## src/rtl/ser_data_receiver.sv

```systemverilog
// 8N1 serial receiver: double-flop synchronizer, mid-bit sampling FSM, and
// registered byte/strobe outputs. Bit period is given in clock cycles.
module ser_data_receiver #(
    parameter int CLKS_PER_BIT = 5208
) (
    input  logic       clk,
    input  logic       rst,
    input  logic       rx,
    output logic [7:0] data,
    output logic       rx_done,
    output logic       frame_err,
    output logic       busy
);

    localparam int CW = $clog2(CLKS_PER_BIT);
    localparam logic [CW-1:0] HALF_M1 = CW'(CLKS_PER_BIT / 2 - 1);
    localparam logic [CW-1:0] BIT_M1  = CW'(CLKS_PER_BIT - 1);

    typedef enum logic [2:0] {
        ST_IDLE  = 3'd0,
        ST_START = 3'd1,
        ST_DATA  = 3'd2,
        ST_STOP  = 3'd3,
        ST_BREAK = 3'd4
    } state_t;

    logic          sync1_q;
    logic          rx_s_q;
    state_t        state_q, state_d;
    logic [CW-1:0] cnt_q, cnt_d;
    logic [2:0]    idx_q, idx_d;
    logic [7:0]    sh_q, sh_d;
    logic [7:0]    data_q, data_d;
    logic          rx_done_q, rx_done_d;
    logic          frame_err_q, frame_err_d;
    logic          busy_q, busy_d;

    // Two-flop synchronizer; both stages reset to the idle line level
    always_ff @(posedge clk) begin
        if (rst) begin
            sync1_q <= 1'b1;
            rx_s_q  <= 1'b1;
        end else begin
            sync1_q <= rx;
            rx_s_q  <= sync1_q;
        end
    end

    // Next-state, datapath and output strobe computation
    always_comb begin
        state_d     = state_q;
        cnt_d       = cnt_q;
        idx_d       = idx_q;
        sh_d        = sh_q;
        data_d      = data_q;
        rx_done_d   = 1'b0;
        frame_err_d = 1'b0;
        case (state_q)
            ST_IDLE: begin
                cnt_d = '0;
                if (!rx_s_q) begin
                    state_d = ST_START;
                end else begin
                    state_d = ST_IDLE;
                end
            end
            ST_START: begin
                if (cnt_q == HALF_M1) begin
                    cnt_d = '0;
                    idx_d = 3'd0;
                    // A line that is high again at mid start bit was only a glitch
                    if (!rx_s_q) begin
                        state_d = ST_DATA;
                    end else begin
                        state_d = ST_IDLE;
                    end
                end else begin
                    cnt_d = cnt_q + CW'(1);
                end
            end
            ST_DATA: begin
                if (cnt_q == BIT_M1) begin
                    cnt_d       = '0;
                    sh_d[idx_q] = rx_s_q;
                    if (idx_q == 3'd7) begin
                        state_d = ST_STOP;
                    end else begin
                        idx_d = idx_q + 3'd1;
                    end
                end else begin
                    cnt_d = cnt_q + CW'(1);
                end
            end
            ST_STOP: begin
                if (cnt_q == BIT_M1) begin
                    cnt_d = '0;
                    if (rx_s_q) begin
                        data_d    = sh_q;
                        rx_done_d = 1'b1;
                        state_d   = ST_IDLE;
                    end else begin
                        frame_err_d = 1'b1;
                        state_d     = ST_BREAK;
                    end
                end else begin
                    cnt_d = cnt_q + CW'(1);
                end
            end
            ST_BREAK: begin
                // Hold here until the line returns high so a break is not
                // decoded as a stream of zero bytes
                cnt_d = '0;
                if (rx_s_q) begin
                    state_d = ST_IDLE;
                end else begin
                    state_d = ST_BREAK;
                end
            end
            default: begin
                state_d = ST_IDLE;
                cnt_d   = '0;
                idx_d   = 3'd0;
            end
        endcase
        busy_d = (state_d != ST_IDLE);
    end

    // Control and datapath registers
    always_ff @(posedge clk) begin
        if (rst) begin
            state_q     <= ST_IDLE;
            cnt_q       <= '0;
            idx_q       <= 3'd0;
            sh_q        <= 8'h00;
            data_q      <= 8'h00;
            rx_done_q   <= 1'b0;
            frame_err_q <= 1'b0;
            busy_q      <= 1'b0;
        end else begin
            state_q     <= state_d;
            cnt_q       <= cnt_d;
            idx_q       <= idx_d;
            sh_q        <= sh_d;
            data_q      <= data_d;
            rx_done_q   <= rx_done_d;
            frame_err_q <= frame_err_d;
            busy_q      <= busy_d;
        end
    end

    assign data      = data_q;
    assign rx_done   = rx_done_q;
    assign frame_err = frame_err_q;
    assign busy      = busy_q;

endmodule

```

## config.mk

```make
export PLATFORM = sky130hd
export DESIGN_NAME = ser_data_receiver
export DESIGN_NICKNAME = d
export VERILOG_FILES = /design/src/rtl/ser_data_receiver.sv
export SDC_FILE = /design/constraint.sdc
export NUM_CORES = 1
export LEC_CHECK = 0
export CAP_MARGIN = 20
export CORE_ASPECT_RATIO = 1.5
export CORE_UTILIZATION = 52
export DETAILED_ROUTE_END_ITERATION = 6
export PLACE_DENSITY_LB_ADDON = 0.12
export SLEW_MARGIN = 30
export SYNTH_ARGS = -nofsm -noshare
export SYNTH_HDL_FRONTEND = slang
export SYNTH_SLANG_ARGS = --single-unit
```

## constraint.sdc

```tcl
create_clock -name clk -period 2.1 [get_ports clk]
set_input_delay 0.42 -clock clk [delete_from_list [all_inputs] [get_ports clk]]
set_output_delay 0.42 -clock clk [all_outputs]
set_load 0.05 [all_outputs]
```

==> summary.txt, run 1 <==
# diodes = 0
CP Class = reg2reg
Slew @ Worst Pin = 494 ps
Port Buf Inserts = 13
htree depth = 2
Clock Skew = 5.02 ps
Num CTS Buffers = 5
Die Y = 75.6 um
global-route wire length before repair = 6150 um
Synthesized Nets = 213
Die Wd = 51.0 um
Clock Latency Late Sink = 290 ps
Pre-antenna DRT Iters = 4
Synth cell types = 42
CTS Hold Buffers Added = 0
Total GRT Usage = 21.4%
Via density = 5.74
Power, Total = 1.42 mW
Hold Fails Final Rpt = 0
startpoint types = flop
share of total power in sequential cells = 54.0%
Area Overhead vs Synth = 13.3%
Tcrit/Tclk final = 89.6%
Mean Syn Cell Area = 9.06 um2
worst slack, placed = 234 ps
CTS clk-pin slew, worst paths = 80 ps
Post-Syn Area = 1880 um2
core area = 3420 um2
DRC = 0
Setup crit end kind = flop
vias = 1,497
ratio of cells with drive above 1 in the final layout = 8.22%
Initial Util = 54.9%
CTS tree = yes
Post-CTS Resized = 0
yosys warns = 0
Async S/R FF share, synth = 0%
final instance area = 2120 um2
clock share of power = 42.9%
number of global-route vias before repair = 1,437
placed cell count = 253
GPL Wtd Cong = 0.804
sequential share of the synthesized area = 42.7%
Post-CTS Setup Inserts = 0
fin crit period = 1880 ps
Routed WL = 3610 um
internal power = 1.13 mW
DR iter-0 viols = 33
Most used DFF post-synth = dfxtp_1
final std cells w/o fill = 261
initial antenna violation count = 0
share of power burned in combinational logic = 3.1%
switching share of power = 20.3%
Fin Setup TNS = 0 ps
Leak = 0.747 nW
critical path cell sequence = ha_1, and4b_1, and4_1, nand3_1, mux2i_1
M2 GR Usage = 42.7%
crit path DAT = 2060 ps
die footprint = 3860 um2
clk buf depth = 2
crit-path max FO = 11
RSZ-0062 raised after global routing = no
Fmax achieved = 532 MHz
DR WL/cell = 13.8 um
relative slew slack = 67.0%
I/O pin total = 14
met3 usage = 4.79%
HP Class = reg2reg
final setup margin = 219 ps
WP data required = 2270 ps
DP Wirelength = 2730 um
net count reported at finish = 224
Post-DRT Antenna Nets = 0
peak supply drop = 642 uV
power per standard cell area = 668 nW/um2
# fillers = 308
Net Switching = 0.288 mW
max incr delay on CP = 470 ps
max cap viols = 0
Most Crowded Layer GR = met2
FF+latch count, synth = 40
final setup fails = 0
GRT Residual Overflow = 0
row cnt = 26
Synth Instances = 207
met1 GRT Util = 20.2%
clk sink count = 40
Root Driver = clkbuf_8
status = finished clean
dpl cell area = 2020 um2
largest net degree at the start of global routing = 23
number of synthesized flops with an enable pin = 0
max-slew violation count = 0
Worst path slowest cell = and4_1
==> worst paths after layout <==
kind                            endpoint     start  slack, ps  cells after the start
worst max register to register   sh_q[6]  cnt_q[0]        220                      5
worst max-delay path             sh_q[6]  cnt_q[0]        220                      5
worst min-delay path              rx_s_q   sync1_q        420                      1
worst min register to register    rx_s_q   sync1_q        420                      1
==> through the flow <==
stage / hold WS (ps) / util (%)
floorplan: 389 / -
global placement: 391 / 59.0
detailed placement: 400 / 59.0
CTS: 422 / 62.2
global route: 438 / 62.2
finish: 418 / 62.2
==> cell usage in the layout, fill, tap and decap left out, types with 5 or more instances in the layout <==
| master | n |
|---|---|
| dfxtp_1 | 40 |
| nor2_1 | 20 |
| nand3_1 | 20 |
| clkdlybuf4s50_1 | 13 |
| nand2b_1 | 11 |
| mux2i_1 | 10 |
| a21oi_1 | 10 |
| o21ai_0 | 10 |
| xnor2_1 | 9 |
| nand4_1 | 6 |
| nand2_1 | 6 |
| nor3_1 | 6 |
| inv_1 | 5 |
| nor3b_1 | 5 |
| clkbuf_8 | 5 |
==> layout make-up <==
type                    instances  area [um2]  share of cell area, %
multi-input cells             149         985                   46.3
clock inverters                 2        35.0                   1.65
inverters                       5        18.8                  0.883
well taps                      42        52.6                   2.47
clock buffers                   6        72.6                   3.42
flip-flops and latches         40         801                   37.7
repair buffers                 17         160                   7.54
==> Yosys cell counts (2+ instances only) <==
library cell   n  area [um2]
nand3_1       20         100
inv_1          5        18.8
a21oi_1       10        50.1
o21ai_0       10        50.1
nand2b_1      11        68.8
nor2_1        20        75.1
clkbuf_1       6        22.5
and4_1         3        26.3
xnor2_1        9        78.8
nor4bb_1       2        20.0
nand4_1        6        37.5
or2_2          2        12.5
a32oi_1        2        17.5
nand3b_1       3        22.5
xor2_1         2        17.5
nand2_1        6        22.5
nor2b_1        3        18.8
buf_2          2        10.0
and3_1         2        12.5
mux2i_1       10         100
ha_1           3        37.5
dfxtp_1       40         801
buf_6          2        22.5
nor3_1         6        30.0
nor3b_1        5        37.5
==> state kept, by name, summed over array words and instances (netlist names) <==
register and flops:
sh_q 8, busy 1, cnt_q 13, sync1_q 1, data 8, rx_done 1
rx_s_q 1, idx_q 3, state_q 3, frame_err 1
==> metal layers <==
| layer | routed length, um | vias up | part of all wire (%) |
|---|---|---|---|
| li1 | - | 755 | - |
| met1 | 1370 | 717 | 38 |
| met2 | 2080 | 19 | 58 |
| met3 | 96 | 6 | 2.7 |
| met4 | 65 | 0 | 1.8 |
| met5 | 0 | - | 0 |
==> power by group through the flow <==
stage / clock network, mW / registers [mW] / logic, mW
after floorplan: 0 / 0.786 / 0.0291
after global placement: 0 / 0.784 / 0.0432
after detailed placement: 0 / 0.784 / 0.0439
after CTS: 0.615 / 0.766 / 0.0438
after global routing: 0.661 / 0.767 / 0.0480
final: 0.609 / 0.766 / 0.0438
==> logic make-up (layout without fill, tap and decap cells) <==
| logic type | count (synthesis) | count (layout) | synth area share [%] |
|---|---|---|---|
| adder cells (fa/ha/maj) | 3 | 3 | 2.00 |
| multiplexers | 10 | 10 | 5.34 |
| flip-flops | 40 | 40 | 42.7 |
| XOR/XNOR | 11 | 11 | 5.14 |
| AND/OR/NAND/NOR | 97 | 97 | 30.6 |
| AO/OA/AOI/OAI | 28 | 28 | 9.41 |
| buffers and inverters | 18 | 30 | 4.80 |
==> worst max-delay path: cells and delay by family (launching register included) <==
family	cells	cell delay, ps
adders and majority gates	1	250
DFF	1	400
muxes	1	140
and+or+nand+nor	3	970
Note: power is estimated with default switching activity, not from simulation.
==> inputs of run 2 (changes only) <==
--- a/config.mk
+++ b/config.mk
@@ -9,7 +9,8 @@
 export CORE_ASPECT_RATIO = 1.5
 export CORE_UTILIZATION = 52
 export DETAILED_ROUTE_END_ITERATION = 6
-export PLACE_DENSITY_LB_ADDON = 0.12
+export GPL_ROUTABILITY_DRIVEN = 0
+export PLACE_DENSITY = 0.77
 export SLEW_MARGIN = 30
 export SYNTH_ARGS = -nofsm -noshare
 export SYNTH_HDL_FRONTEND = slang
==> run 2 against run 1 <==
Effect of this change:
- flip-flop and latch count stayed put
- hold slack improved by 9.3 ps
- maximum frequency down 1.9%
- via count shrank 0.33%
- non-clock buffer count fell by 1
- largest power group unchanged
- final cell count down 0.38%
- register-to-register slack worse by 40 ps
- clock skew up 7.3 ps
- clock power grew 1%
- largest cell class unchanged
- sequential power about the same
==> summary.txt, run 2 (same netlist as run 1, synthesis figures left out) <==
status = finished clean
critical path cell sequence = ha_1, nor4bb_1, a31oi_1, o21ai_0, nand4bb_1
CTS tree = yes
max-slew violation count = 0 (unchanged)
Reg2Reg Setup Slack = 180 ps (-40 ps)
Port Buf Inserts = 13 (unchanged)
DP Wirelength = 2650 um (-3.0%)
WP data required = 2260 ps (about the same)
Fin Setup TNS = 0 ps (unchanged)
number of global-route vias before repair = 1,406 (-2.2%)
crit path DAT = 2080 ps (+20 ps)
GRT Residual Overflow = 0 (unchanged)
Hold Fails Final Rpt = 0 (unchanged)
Final Util = 62.0% (-0.22 points)
Die Y = 75.6 um (unchanged)
DR iter-0 viols = 32 (-3.0%)
Tcrit/Tclk final = 91.3% (+1.7 points)
startpoint types = flop
Post-DRT Antenna Nets = 0 (unchanged)
Die Wd = 51.0 um (unchanged)
vias = 1,492 (-0.33%)
# diodes = 0 (unchanged)
Area Overhead vs Synth = 12.9%
Num CTS Buffers = 5 (unchanged)
DRC = 0 (unchanged)
I/O pin total = 14 (unchanged)
largest net degree at the start of global routing = 14 (-39%)
most common cell after layout, fill and taps aside = dfxtp_1
delay-heaviest family, CP = simple AND/OR/NAND/NOR gates
Top reg by flops = cnt_q
Leak = 0.742 nW (-0.67%)
die footprint = 3860 um2 (unchanged)
final std cells w/o fill = 260 (-0.38%)
placed cell count = 252 (-0.40%)
max incr delay on CP = 430 ps (-40 ps)
Clock Skew = 12.3 ps (+7.30 ps)
ratio of cells with drive above 1 in the final layout = 7.80% (-0.42 points)
Routed WL = 3690 um (+2.1%)
Setup crit end kind = flop
Root Driver = clkbuf_8
Pre-antenna DRT Iters = 4 (unchanged)
clk buf depth = 2 (unchanged)
Post-CTS Setup Inserts = 0 (unchanged)
initial antenna violation count = 0 (unchanged)
Buf/Inv on CP = 0 (unchanged)
core area = 3420 um2 (unchanged)
relative slew slack = 62.6% (-4.4 points)
final setup fails = 0 (unchanged)
commonest cells after routing, fill and taps aside = 40 x dfxtp_1, 20 x nor2_1, 20 x nand3_1
Total GRT Usage = 21.8% (+0.44 points)
Clock Latency Late Sink = 300 ps (about the same)
crit-path max FO = 5 (-6)
power per standard cell area = 675 nW/um2 (+1.0%)
CTS Hold Buffers Added = 0 (unchanged)
clk sink count = 40 (unchanged)
Via density = 5.74 (about the same)
peak supply drop = 520 uV (-19%)
row cnt = 26 (unchanged)
Worst path slowest cell = nor4bb_1
Slew @ Worst Pin = 553 ps (+59.5 ps)
Largest register FFs = 13 (unchanged)
global-route wire length before repair = 6080 um (-1.2%)
RSZ-0062 raised after global routing = no
Initial Util = 54.9% (unchanged)
CTS clk-pin slew, worst paths = 80 ps (about the same)
max cap viols = 0 (unchanged)
Power, Total = 1.43 mW (+0.65%)
htree depth = 2 (unchanged)
Fmax achieved = 522 MHz (-1.9%)
net count reported at finish = 223 (-0.45%)
HP Class = reg2reg
fin crit period = 1920 ps (+35.9 ps)
CP Class = reg2reg
DR WL/cell = 14.2 um (+2.5%)
Post-CTS Resized = 0 (unchanged)
[run 2: cell types whose count changed in the layout (fill, tap and decap cells not counted)]
cell / previous run / this run
buf_4: 4 / 3
[run 2: per-stage QoR]
step,area [um2],hold WS [ps],worst slack (ps)
floorplan,1880,389,393
global placement,2010,391,241
detailed placement,2010,416,181
CTS,2120,434,173
global route,2120,450,50.7
finish,2120,427,183
[run 2: report_power, final]
part	internal (mW)	switching [mW]	leakage, nW
Combinational	0.0164	0.0259	0.364
Sequential	0.762	0.00621	0.323
Clock	0.353	0.265	0.0552
[run 2: final cells by class]
cell class / count / area, um2
Clock buffer: 6 / 72.6
Inverter: 5 / 18.8
Timing Repair Buffer: 16 / 153
Clock inverter: 2 / 35.0
Fill cell: 314 / 1300
Tap cell: 42 / 52.6
Multi-Input combinational cell: 149 / 985
Sequential cell: 40 / 801
[run 2: worst paths after layout]
kind,start,endpoint,depth (start not counted)
max,cnt_q[0],busy,5
min,sync1_q,rx_s_q,1
max reg2reg,cnt_q[0],busy,5
min reg2reg,sync1_q,rx_s_q,1
[run 2: worst reg2reg max path, cell delays in order (launching register included)]
cell and delay (ps):
dfxtp_1 390, ha_1 250, nor4bb_1 430, a31oi_1 210, o21ai_0 360, nand4bb_1 140
[run 2: metal layers]
metal / vias up / track usage, % / part of all wire, %
met2: 25 / 42.4 / 55
met4: 0 / 11.7 / 3.2
met1: 701 / 20.5 / 39
met5: - / 0 / 0
li1: 755 / - / -
met3: 11 / 5.59 / 2.7
==> inputs of run 3 (changes only) <==
--- a/config.mk
+++ b/config.mk
@@ -8,10 +8,10 @@
 export CAP_MARGIN = 20
 export CORE_ASPECT_RATIO = 1.5
 export CORE_UTILIZATION = 52
+export CTS_BUF_LIST = sky130_fd_sc_hd__clkbuf_8
 export DETAILED_ROUTE_END_ITERATION = 6
 export GPL_ROUTABILITY_DRIVEN = 0
 export PLACE_DENSITY = 0.77
-export SLEW_MARGIN = 30
 export SYNTH_ARGS = -nofsm -noshare
 export SYNTH_HDL_FRONTEND = slang
 export SYNTH_SLANG_ARGS = --single-unit
==> run 3 against run 2 <==
Effect of this change:
- worst setup slack about the same
- final area unchanged
- non-clock buffer count unchanged
- clock power fell by 1%
- final cell count unchanged
- register-to-register slack barely moved
- global-route usage stayed put
- utilization is the same
- first-iteration DRC count is 3.1% lower
- largest cell class unchanged
==> summary.txt, run 3 (same netlist as run 1, synthesis figures left out) <==
status = finished clean
commonest cells after routing, fill and taps aside = 40 x dfxtp_1, 20 x nor2_1, 20 x nand3_1
vias = 1,494 (+0.13%)
Worst path slowest cell = nor4bb_1
placed cell count = 252 (unchanged)
crit-path max FO = 5 (unchanged)
peak supply drop = 521 uV (+0.11%)
net count reported at finish = 223 (unchanged)
Root Driver = clkbuf_8
Min-Delay Endpoint = rx_s_q
Routed WL = 3690 um (+0.14%)
Fmax achieved = 522 MHz (about the same)
Pre-antenna DRT Iters = 4 (unchanged)
Via density = 5.75 (+0.13%)
ratio of cells with drive above 1 in the final layout = 7.80% (unchanged)
RSZ-0062 raised after global routing = no
Fin Setup TNS = 0 ps (unchanged)
DRC = 0 (unchanged)
Area Overhead vs Synth = 12.9% (unchanged)
number of global-route vias before repair = 1,406 (unchanged)
final std cells w/o fill = 260 (unchanged)
Die Wd = 51.0 um (unchanged)
max cap viols = 0 (unchanged)
row cnt = 26 (unchanged)
clk buf depth = 2 (unchanged)
Total GRT Usage = 21.8% (unchanged)
power per standard cell area = 672 nW/um2 (-0.40%)
Buf/Inv on CP = 0 (unchanged)
DR WL/cell = 14.2 um (+0.14%)
Hold WS = 426 ps (-0.387 ps)
max incr delay on CP = 430 ps (about the same)
Post-CTS Setup Inserts = 0 (unchanged)
Top reg by flops = cnt_q
final setup margin = 183 ps (+0.405 ps)
global-route wire length before repair = 6080 um (unchanged)
die footprint = 3860 um2 (unchanged)
# diodes = 0 (unchanged)
WP data required = 2260 ps (about the same)
htree depth = 2 (unchanged)
worst r2r src = cnt_q[0]
HP Class = reg2reg
fin crit period = 1920 ps (-0.405 ps)
max-slew violation count = 0 (unchanged)
I/O pin total = 14 (unchanged)
Clock Skew = 11.6 ps (-0.699 ps)
final setup fails = 0 (unchanged)
initial antenna violation count = 0 (unchanged)
Reg2Reg Setup Slack = 180 ps (about the same)
Clock Latency Late Sink = 300 ps (about the same)
CP startpoint = cnt_q[0]
clk sink count = 40 (unchanged)
hold path cells = 1 (unchanged)
CTS tree = yes
Num CTS Buffers = 5 (unchanged)
largest net degree at the start of global routing = 14 (unchanged)
Post-DRT Antenna Nets = 0 (unchanged)
CP Class = reg2reg
crit path DAT = 2080 ps (about the same)
reg2reg path depth = 5 (unchanged)
DP Wirelength = 2650 um (unchanged)
DR iter-0 viols = 31 (-3.1%)
GRT Residual Overflow = 0 (unchanged)
hold path start = sync1_q
core area = 3420 um2 (unchanged)
Post-CTS Resized = 0 (unchanged)
Tcrit/Tclk final = 91.3% (about the same)
Largest register FFs = 13 (unchanged)
Power, Total = 1.42 mW (-0.40%)
Initial Util = 54.9% (unchanged)
relative slew slack = 62.6% (about the same)
Setup crit end kind = flop
Die Y = 75.6 um (unchanged)
CTS clk-pin slew, worst paths = 80 ps (about the same)
startpoint types = flop
Slew @ Worst Pin = 553 ps (+0.000238 ps)
critical path cell sequence = ha_1, nor4bb_1, a31oi_1, o21ai_0, nand4bb_1
Crit Reg-Reg Endpoint = busy
Hold Fails Final Rpt = 0 (unchanged)
CTS Hold Buffers Added = 0 (unchanged)
delay-heaviest family, CP = simple AND/OR/NAND/NOR gates
Port Buf Inserts = 13 (unchanged)
Leak = 0.746 nW (+0.56%)
worst slack, placed = 181 ps (unchanged)
most common cell after layout, fill and taps aside = dfxtp_1
# fillers = 314 (unchanged)
run 3: changes by cell type in the layout (fill, tap and decap cells not counted):
cell      change
inv_1         +1
clkbuf_1      -1
run 3: worst reg2reg max path, delay by kind of cell, from the launching register on:
family | cells | cell delay, ps
AO/OA/AOI/OAI | 2 | 570
flip-flops | 1 | 390
AND/OR/NAND/NOR | 2 | 570
adder cells (fa/ha/maj) | 1 | 250
run 3: worst max path at each step:
stage                   end  depth (start not counted)
floorplan              busy                          7
global route        sh_q[7]                          5
finish                 busy                          5
detailed placement     busy                          5
CTS                    busy                          5
global placement       busy                          5
run 3: metal layers:
metal / wire length, um / vias to the layer above / GRT usage, % / part of all wire [%]
met5: 0 / - / 0 / 0
met4: 118 / 0 / 11.7 / 3.2
met3: 100 / 11 / 5.59 / 2.7
met2: 2030 / 25 / 42.4 / 55
met1: 1440 / 703 / 20.5 / 39
li1: - / 755 / - / -
run 3: final cells by class:
cell class,count,area [um2],share of cell area [%]
timing repair buffer,16,153,7.21
clock inverter,3,38.8,1.83
sequential,40,801,37.8
clock buffer,5,68.8,3.25
inverter,5,18.8,0.887
multi-input combinational,149,985,46.5
tap,42,52.6,2.48
run 3: report_power, final:
| part | switching [mW] | total (mW) | leakage (nW) | internal, mW |
|---|---|---|---|---|
| logic | 0.0259 | 0.0423 | 0.364 | 0.0164 |
| clock network | 0.264 | 0.612 | 0.0593 | 0.348 |
| registers | 0.00621 | 0.769 | 0.323 | 0.762 |
run 3: through the flow:
step | util, % | cell area (um2)
5_1_grt | 62.0 | 2120
4_1_cts | 62.0 | 2120
3_3_place_gp | 58.8 | 2010
6_report | 62.0 | 2120
2_1_floorplan | - | 1880
3_5_place_dp | 58.8 | 2010
